==> src/rtl/pio_dtack_gen_if.sv <==
// Host-side handshake bundle between the PIO bus interface and the DTACK responder.
// The slave modport is the responder's view; the master modport is the host/decoder side.
interface pio_dtack_gen_if;
  logic        cs;
  logic        as_n;
  logic        rw_n;
  logic [14:12] adm;
  logic        usb_ready;
  logic        dtack_n;
  logic        berr_n;
  logic        busy;
  logic        timeout_flag;
  logic        cyc_rw_n;   // direction latched at the start of the current/last cycle

  modport slave (
    input  cs, as_n, rw_n, adm, usb_ready,
    output dtack_n, berr_n, busy, timeout_flag, cyc_rw_n
  );

  modport master (
    output cs, as_n, rw_n, adm, usb_ready,
    input  dtack_n, berr_n, busy, timeout_flag, cyc_rw_n
  );
endinterface

==> src/rtl/pio_dtack_gen.sv <==
// Bus-cycle responder for the PIO window: per-region wait states / USB ready, then DTACK.
// Define PIO_BERR_EN to turn timeouts into BERR instead of a forced DTACK.
module pio_dtack_gen #(
  parameter int unsigned WS_R0     = 1,
  parameter int unsigned WS_R1     = 3,
  parameter int unsigned WS_R3     = 0,
  parameter int unsigned USB_SETUP = 2,
  parameter int unsigned TIMEOUT   = 64
) (
  input logic             clk,
  input logic             reset_n,
  pio_dtack_gen_if.slave  bus
);

  localparam int unsigned CW = 8;
  localparam logic [CW-1:0] WS_R0_C     = CW'(WS_R0);
  localparam logic [CW-1:0] WS_R1_C     = CW'(WS_R1);
  localparam logic [CW-1:0] WS_R3_C     = CW'(WS_R3);
  localparam logic [CW-1:0] USB_SETUP_C = CW'(USB_SETUP);
  localparam logic [CW-1:0] TIMEOUT_C   = CW'(TIMEOUT);
  localparam logic [CW-1:0] CNT_MAX     = '1;

  typedef enum logic [1:0] {ST_IDLE, ST_WAIT, ST_ACK} state_e;

  state_e        state_q, state_d;
  logic [CW-1:0] count_q, count_d;
  logic [2:0]    region_q, region_d;
  logic          rw_q, rw_d;
  logic          dtack_q, dtack_d;
  logic          busy_q, busy_d;
  logic          tflag_q, tflag_d;
`ifdef PIO_BERR_EN
  logic          berr_q, berr_d;
`endif

  logic [CW-1:0] wait_c;
  logic          fixed_c;
  logic          usb_c;
  logic          term_c;
  logic          timeout_c;

  // Wait requirement of the latched region; regions 4-7 have none and only time out.
  always_comb begin
    wait_c  = '0;
    fixed_c = 1'b0;
    usb_c   = 1'b0;
    case (region_q)
      3'd0:    begin wait_c = WS_R0_C;     fixed_c = 1'b1; end
      3'd1:    begin wait_c = WS_R1_C;     fixed_c = 1'b1; end
      3'd2:    begin wait_c = USB_SETUP_C; usb_c   = 1'b1; end
      3'd3:    begin wait_c = WS_R3_C;     fixed_c = 1'b1; end
      default: ;
    endcase
  end

  assign term_c    = (count_q >= wait_c) && (fixed_c || (usb_c && bus.usb_ready));
  assign timeout_c = (count_q == TIMEOUT_C) && !term_c;

  always_ff @(posedge clk or negedge reset_n) begin
    if (!reset_n) begin
      state_q  <= ST_IDLE;
      count_q  <= '0;
      region_q <= '0;
      rw_q     <= 1'b1;
      dtack_q  <= 1'b1;
      busy_q   <= 1'b0;
      tflag_q  <= 1'b0;
`ifdef PIO_BERR_EN
      berr_q   <= 1'b1;
`endif
    end else begin
      state_q  <= state_d;
      count_q  <= count_d;
      region_q <= region_d;
      rw_q     <= rw_d;
      dtack_q  <= dtack_d;
      busy_q   <= busy_d;
      tflag_q  <= tflag_d;
`ifdef PIO_BERR_EN
      berr_q   <= berr_d;
`endif
    end
  end

  always_comb begin
    state_d  = state_q;
    count_d  = count_q;
    region_d = region_q;
    rw_d     = rw_q;
    dtack_d  = dtack_q;
    tflag_d  = tflag_q;
`ifdef PIO_BERR_EN
    berr_d   = berr_q;
`endif
    case (state_q)
      ST_IDLE: begin
        if (bus.cs && !bus.as_n) begin
          state_d  = ST_WAIT;
          count_d  = '0;
          region_d = bus.adm;
          rw_d     = bus.rw_n;
          tflag_d  = 1'b0;
        end
      end
      ST_WAIT: begin
        // Address strobe release aborts silently; termination beats timeout.
        if (bus.as_n) begin
          state_d = ST_IDLE;
        end else if (term_c) begin
          state_d = ST_ACK;
          dtack_d = 1'b0;
        end else if (timeout_c) begin
          state_d = ST_ACK;
          tflag_d = 1'b1;
`ifdef PIO_BERR_EN
          berr_d  = 1'b0;
`else
          dtack_d = 1'b0;
`endif
        end else begin
          count_d = (count_q == CNT_MAX) ? count_q : count_q + 1'b1;
        end
      end
      ST_ACK: begin
        if (bus.as_n) begin
          state_d = ST_IDLE;
          dtack_d = 1'b1;
`ifdef PIO_BERR_EN
          berr_d  = 1'b1;
`endif
        end
      end
      default: state_d = ST_IDLE;
    endcase
    busy_d = (state_d != ST_IDLE);
  end

  assign bus.dtack_n      = dtack_q;
  assign bus.busy         = busy_q;
  assign bus.timeout_flag = tflag_q;
  assign bus.cyc_rw_n     = rw_q;
`ifdef PIO_BERR_EN
  assign bus.berr_n       = berr_q;
`else
  assign bus.berr_n       = 1'b1;
`endif

endmodule

==> src/flat_wrapper.sv <==
// flat-port wrapper written by rule: the top's interface ports become plain ports
module pio_dtack_gen_flat 
#(
  parameter int unsigned WS_R0     = 1,
  parameter int unsigned WS_R1     = 3,
  parameter int unsigned WS_R3     = 0,
  parameter int unsigned USB_SETUP = 2,
  parameter int unsigned TIMEOUT   = 64
)
  (clk, reset_n, bus_cs, bus_as_n, bus_rw_n, bus_adm, bus_usb_ready, bus_dtack_n, bus_berr_n, bus_busy, bus_timeout_flag, bus_cyc_rw_n);
  pio_dtack_gen_if bus_i ();
  input logic clk;
  input logic reset_n;
  input wire logic [$bits(bus_i.cs)-1:0] bus_cs;
  input wire logic [$bits(bus_i.as_n)-1:0] bus_as_n;
  input wire logic [$bits(bus_i.rw_n)-1:0] bus_rw_n;
  input wire logic [$bits(bus_i.adm)-1:0] bus_adm;
  input wire logic [$bits(bus_i.usb_ready)-1:0] bus_usb_ready;
  output wire logic [$bits(bus_i.dtack_n)-1:0] bus_dtack_n;
  output wire logic [$bits(bus_i.berr_n)-1:0] bus_berr_n;
  output wire logic [$bits(bus_i.busy)-1:0] bus_busy;
  output wire logic [$bits(bus_i.timeout_flag)-1:0] bus_timeout_flag;
  output wire logic [$bits(bus_i.cyc_rw_n)-1:0] bus_cyc_rw_n;
  assign bus_i.cs = bus_cs;
  assign bus_i.as_n = bus_as_n;
  assign bus_i.rw_n = bus_rw_n;
  assign bus_i.adm = bus_adm;
  assign bus_i.usb_ready = bus_usb_ready;
  assign bus_dtack_n = bus_i.dtack_n;
  assign bus_berr_n = bus_i.berr_n;
  assign bus_busy = bus_i.busy;
  assign bus_timeout_flag = bus_i.timeout_flag;
  assign bus_cyc_rw_n = bus_i.cyc_rw_n;
  pio_dtack_gen #(.WS_R0(WS_R0), .WS_R1(WS_R1), .WS_R3(WS_R3), .USB_SETUP(USB_SETUP), .TIMEOUT(TIMEOUT)) u_core (.clk(clk), .reset_n(reset_n), .bus(bus_i));
endmodule
==> config.mk <==
export PLATFORM = sky130hd
export DESIGN_NAME = pio_dtack_gen_flat
export DESIGN_NICKNAME = d
export VERILOG_FILES = /design/src/rtl/pio_dtack_gen_if.sv /design/src/rtl/pio_dtack_gen.sv /design/src/flat_wrapper.sv
export SDC_FILE = /design/constraint.sdc
export NUM_CORES = 1
export LEC_CHECK = 0
export ABC_AREA = 1
export ABC_CLOCK_PERIOD_IN_PS = 2100
export CAP_MARGIN = 20
export CORE_ASPECT_RATIO = 0.6
export CORE_MARGIN = 2
export CORE_UTILIZATION = 54
export DETAILED_ROUTE_END_ITERATION = 16
export GPL_TIMING_DRIVEN = 0
export PLACE_DENSITY_LB_ADDON = 0.1
export SYNTH_ARGS = -nofsm -noshare
export SYNTH_HDL_FRONTEND = slang
export SYNTH_SLANG_ARGS = --single-unit
==> constraint.sdc <==
create_clock -name clk -period 2.1 [get_ports clk]
set_input_delay 0.21 -clock clk [delete_from_list [all_inputs] [get_ports clk]]
set_output_delay 0.21 -clock clk [all_outputs]
set_load 0.005 [all_outputs]
---- Yosys cells after proc, flatten, opt, wreduce, memory -nomap -nowiden ----
Index checks and enable logic that the tools add are counted.
word-level totals
  register bits ........................... 17
  output and inout bits ................... 5
operators by class
  $add $sub $neg .......................... 1
  order comparisons ....................... 1
  equality and inequality tests ........... 15
  muxes and demuxes ....................... 25
  reduce and logical (&&, ||, !) cells .... 17
operators by type and width
  cell                   number
  $mux W8                5
  $pmux W8 S2            1
  $pmux W2 S3            2
  $mux W1                10
  $mux W2                5
  $ne A2 B2 Y1 const B   5
  $add A8 B1 Y8 const B  1
  $eq A8 B7 Y1 const B   1
  $eq A8 B8 Y1 const B   1
  $ge A8 B2 Y1           1
  $eq A3 B2 Y1 const B   2
  $reduce_and A6 Y1      1
  $reduce_bool A2 Y1     3
  $reduce_and A5 Y1      1
  $logic_and A1 B1 Y1    4
  $ne A2 B1 Y1 const B   2
  $pmux W1 S2            2
  $reduce_and A4 Y1      1
  $eq A3 B1 Y1 const B   1
  $logic_not A3 Y1       1
  $ne A3 B1 Y1 const B   1
  $reduce_or A3 Y1       1
  $eq A2 B1 Y1 const B   1
  $eq A2 B2 Y1 const B   1
  other kinds (4)        5

---- Longest topological paths before layout ----
  word-level depth ........................ 12
  gate-level depth with buffers ........... 12
  gate-level depth less buffers ........... 12

---- Worst setup path before layout ----
OpenSTA, ideal clock, no wires.
  path type ............................... register -> register
  from .................................... register u_core.region_q[2]
  to ...................................... register u_core.count_q[3]
  library setup time ...................... 65 ps
  data arrival time ....................... 1430 ps
  data required time ...................... 2035 ps
  slack ................................... 605 ps
  cell stages (with the launch flop) ...... 11
  period minus slack after synthesis ...... 1495 ps
  path through ............................ dfrtp_1 -> nor3_1 -> nor2_1 -> ha_1 -> nand2_1 -> nand3_2 -> nand2_4 -> nand3_4 -> nand2_4 -> nand2_1 -> nand2_1
on the way
  word-level cells in the longest chain between the ends .. 9
RTL lines
  item                                                  line                 text
  start, declared                                       pio_dtack_gen.sv:27  logic [2:0] region_q, region_d;
  start signal, assigned                                pio_dtack_gen.sv:74  region_q <= region_d;
  branches (longest 4 deep; another with $ge A8 B2 Y1)  -
  $logic_and A1 B1 Y1 *                                 pio_dtack_gen.sv:56  assign term_c = (count_q >= wait_c) && (fixed_c || (usb_c && bus.usb_ready));
  $logic_not A1 Y1                                      pio_dtack_gen.sv:57  assign timeout_c = (count_q == TIMEOUT_C) && !term_c;
  $logic_and A1 B1 Y1                                   pio_dtack_gen.sv:57
  $ne A2 B2 Y1 (no line)                                -
  $reduce_and A6 Y1 (no line) *                         -
  end signal, assigned                                  pio_dtack_gen.sv:73  count_q <= count_d;
  end, declared                                         pio_dtack_gen.sv:26  logic [CW-1:0] count_q, count_d;
Every way passes the cells marked *.
A chain may end at the register's enable or synchronous reset.

---- Final worst setup path ----
  from .................................... register u_core.state_q[1]
  to ...................................... register u_core.count_q[0]
on the way
  word-level cells in the longest chain between the ends .. 3
RTL lines
  item                                                     line                 text
  start, declared                                          pio_dtack_gen.sv:25  state_e state_q, state_d;
  start signal, assigned                                   pio_dtack_gen.sv:72  state_q <= state_d;
  $eq A2 B1 Y1 / $logic_not A2 Y1 (equally long branches)  pio_dtack_gen.sv:95  case (state_q)
  $ne A2 B2 Y1 (no line), or another cell as far along     -
  $reduce_and A6 Y1 (no line)                              -
Several ways; a longest one is shown, not always the timed one.

==> flow_metrics.tcl <==
set metrics [dict create \
    hp-class "in -> async" \
    drv_cap 0 \
    antenna_cells 0 \
    syn_inst 170 \
    critPathMaxStageDelay_ns 0.42 \
    vias 1043 \
    status "finished clean" \
    cts_setup_buffers 0 \
    yosysSeqAreaShare 0.362 \
    clk_pin_slew_ns 0.10 \
    io_buffers 12 \
    finClkSkew_ns 0.00568 \
    routed_wl_um 2400 \
    rows 13 \
    hpwl_um 1840 \
    grt_usage 0.215 \
    initial_core_util 0.560 \
    maxSlewViolCount 0 \
    overflow 0 \
    drtPass1Iterations 4 \
    die_area_mm2 0.00259 \
    io_pins 14 \
    placed_cells 212 \
    worst_ep_required_time_ns 2.34 \
    cts_buffers 3 \
    insertion_delay_ns 0.30 \
    drc 0 \
    relSlewSlack 0.489 \
    endpoint_kind "flip-flop" \
    ys_seq_elements 17 \
    whs_ns 0.350 \
    path_class "reg -> reg" \
    cellPowerDensity_mw_per_mm2 1080 \
    root_buffer "clkbuf_4" \
    postCtsResizedCells 0 \
    dieHeight_um 40.3 \
    hold_violations 0 \
    worst_pin_slew_ns 0.764 \
    synth_fp_nets 187 \
    synth_area_mm2 0.00118 \
    crit_arrival_ns 2.00 \
    die_w_um 64.4 \
    postSynthAreaPerCell_um2 6.96 \
    power_mw 1.48 \
    critPathLaunchType "flip-flop" \
    tns_ns 0 \
    crit_path_top_delay_cell "dfrtp_1" \
    core_mm2 0.00211 \
    fin_util 0.647 \
    h-tree-depth 1 \
    yosysWarnings 0 \
    antenna_found_initial 0 \
    via_per_inst 4.83 \
    cts_tree "yes" \
    drtAntennaViolNets 0 \
    cts_hold_buf 0 \
    leakagePower_nw 0.745 \
    max_freq_ghz 0.567 \
    rsz0062_at_grt "no" \
    grt_max_degree 18 \
    ys_types 23 \
    routedWlPerCell_um 11.1 \
    grt_pass1_vias 889 \
    grt_pass1_wl_um 4060 \
    worstPathCellList "inv_1, ha_1, inv_1, nor2_4, inv_2, nor2_1, inv_2, nand2_4, nand2_1, nand2_1" \
    area_growth_pct 15.5 \
    crit_fanout 9 \
    cts_sinks 17 \
    gp_congestion 0.883 \
    drive_gt1_frac 0.108 \
    cts_buffer_depth 2 \
    nNetsFinal 204 \
    irDropWorstVdd_mv 0.698 \
    finalCritPeriodShare 0.840 \
    setup_violations 0 \
    fin_cells 216 \
    drtIter0Drc 57 \
    fin_crit_ns 1.76 \
]
-- placed cells by master (no fill, tap or decap) --
master | Yosys | final
nand4_1 | 1 | 1
a21oi_1 | 3 | 3
nand2_1 | 53 | 53
dfrtp_1 | 15 | 15
nand3_1 | 16 | 16
o21ai_0 | 3 | 3
conb_1 | 1 | 1
buf_4 | 1 | 1
nor3_1 | 2 | 2
nand3_4 | 1 | 1
nand3_2 | 2 | 2
xnor2_1 | 1 | 1
nand2_2 | 1 | 1
clkbuf_1 | 0 | 1
nor2_4 | 1 | 1
nand2_4 | 2 | 2
nor2_2 | 2 | 2
inv_2 | 5 | 5
nor2_1 | 24 | 24
clkbuf_4 | 0 | 3
ha_1 | 8 | 8
inv_1 | 23 | 23
clkdlybuf4s50_1 | 0 | 12
xor2_1 | 2 | 2
nor3b_1 | 1 | 1
dfstp_2 | 2 | 2
-- cells by family after synthesis --
| logic type | share of synthesized area |
|---|---|
| AND/OR/NAND/NOR | 0.408 |
| buffers and inverters | 0.0951 |
| flip-flops | 0.362 |
| adder cells (fa/ha/maj) | 0.0846 |
| AO/OA/AOI/OAI | 0.0254 |
| XOR/XNOR | 0.0222 |
| other | 0.00317 |
-- routing by layer --
layer | vias up | routed length, um | track usage | part of all wire
met4 | 0 | 13 | 0.0638 | 0.0054
met2 | 32 | 1000 | 0.349 | 0.42
met5 | - | 0 | 0 | 0
li1 | 548 | - | - | -
met3 | 2 | 153 | 0.0506 | 0.064
met1 | 461 | 1230 | 0.294 | 0.51
-- worst paths after layout --
check                           slack (ns)                from  cells after the start                  end
worst min-delay path                  0.35             reset_n                      1    u_core.count_q[4]
max in group asynchronous             1.27             reset_n                      1   u_core.region_q[0]
worst min register to register        0.47  u_core.bus.dtack_n                      2   u_core.bus.dtack_n
worst max-delay path                  0.34   u_core.state_q[1]                     10    u_core.count_q[0]
min in group clk                      0.41            bus_rw_n                      3  u_core.bus.cyc_rw_n
worst max register to register        0.34   u_core.state_q[1]                     10    u_core.count_q[0]
-- cells in the mapped netlist --
library cell | count | area [um2]
a21oi_1 | 3 | 15.0
buf_4 | 1 | 7.51
conb_1 | 1 | 3.75
dfrtp_1 | 15 | 375
dfstp_2 | 2 | 52.6
ha_1 | 8 | 100
inv_1 | 23 | 86.3
inv_2 | 5 | 18.8
nand2_1 | 53 | 199
nand2_2 | 1 | 6.26
nand2_4 | 2 | 22.5
nand3_1 | 16 | 80.1
nand3_2 | 2 | 20.0
nand3_4 | 1 | 17.5
nand4_1 | 1 | 6.26
nor2_1 | 24 | 90.1
nor2_2 | 2 | 12.5
nor2_4 | 1 | 11.3
nor3_1 | 2 | 10.0
nor3b_1 | 1 | 7.51
o21ai_0 | 3 | 15.0
xnor2_1 | 1 | 8.76
xor2_1 | 2 | 17.5
-- through the flow --
step                cell area [um2]  setup slack, ns
global placement               1340            0.418
floorplan                      1180            0.605
detailed placement             1340            0.356
finish                         1370            0.335
global route                   1370            0.130
CTS                            1370            0.329
-- state kept, by name (all words and copies together) (netlist names) --
register                 cells
u_core.bus.busy              1
u_core.bus.cyc_rw_n          1
u_core.bus.dtack_n           1
u_core.bus.timeout_flag      1
u_core.count_q               8
u_core.region_q              3
u_core.state_q               2
-- report_power, final --
group	internal, mW	switching (mW)
sequential	0.413	0.0611
clock	0.0741	0.109
combinational	0.300	0.528
total	0.786	0.697
-- critical path, delay by kind of cell (launching register included) --
kind	cells	cell delay [ns]
simple gates	5	0.61
flops	1	0.42
fa+ha+maj	1	0.24
buf+inv	4	0.43
-- layout make-up --
cell class	count	area (um2)
Timing Repair Buffer	12	120
Multi-Input combinational cell	124	643
Buffer	1	7.51
Sequential cell	17	428
Inverter	28	105
Clock buffer	4	26.3
Tap cell	30	37.5
Fill cell	198	747
Note: power is estimated with default switching activity, not from simulation.
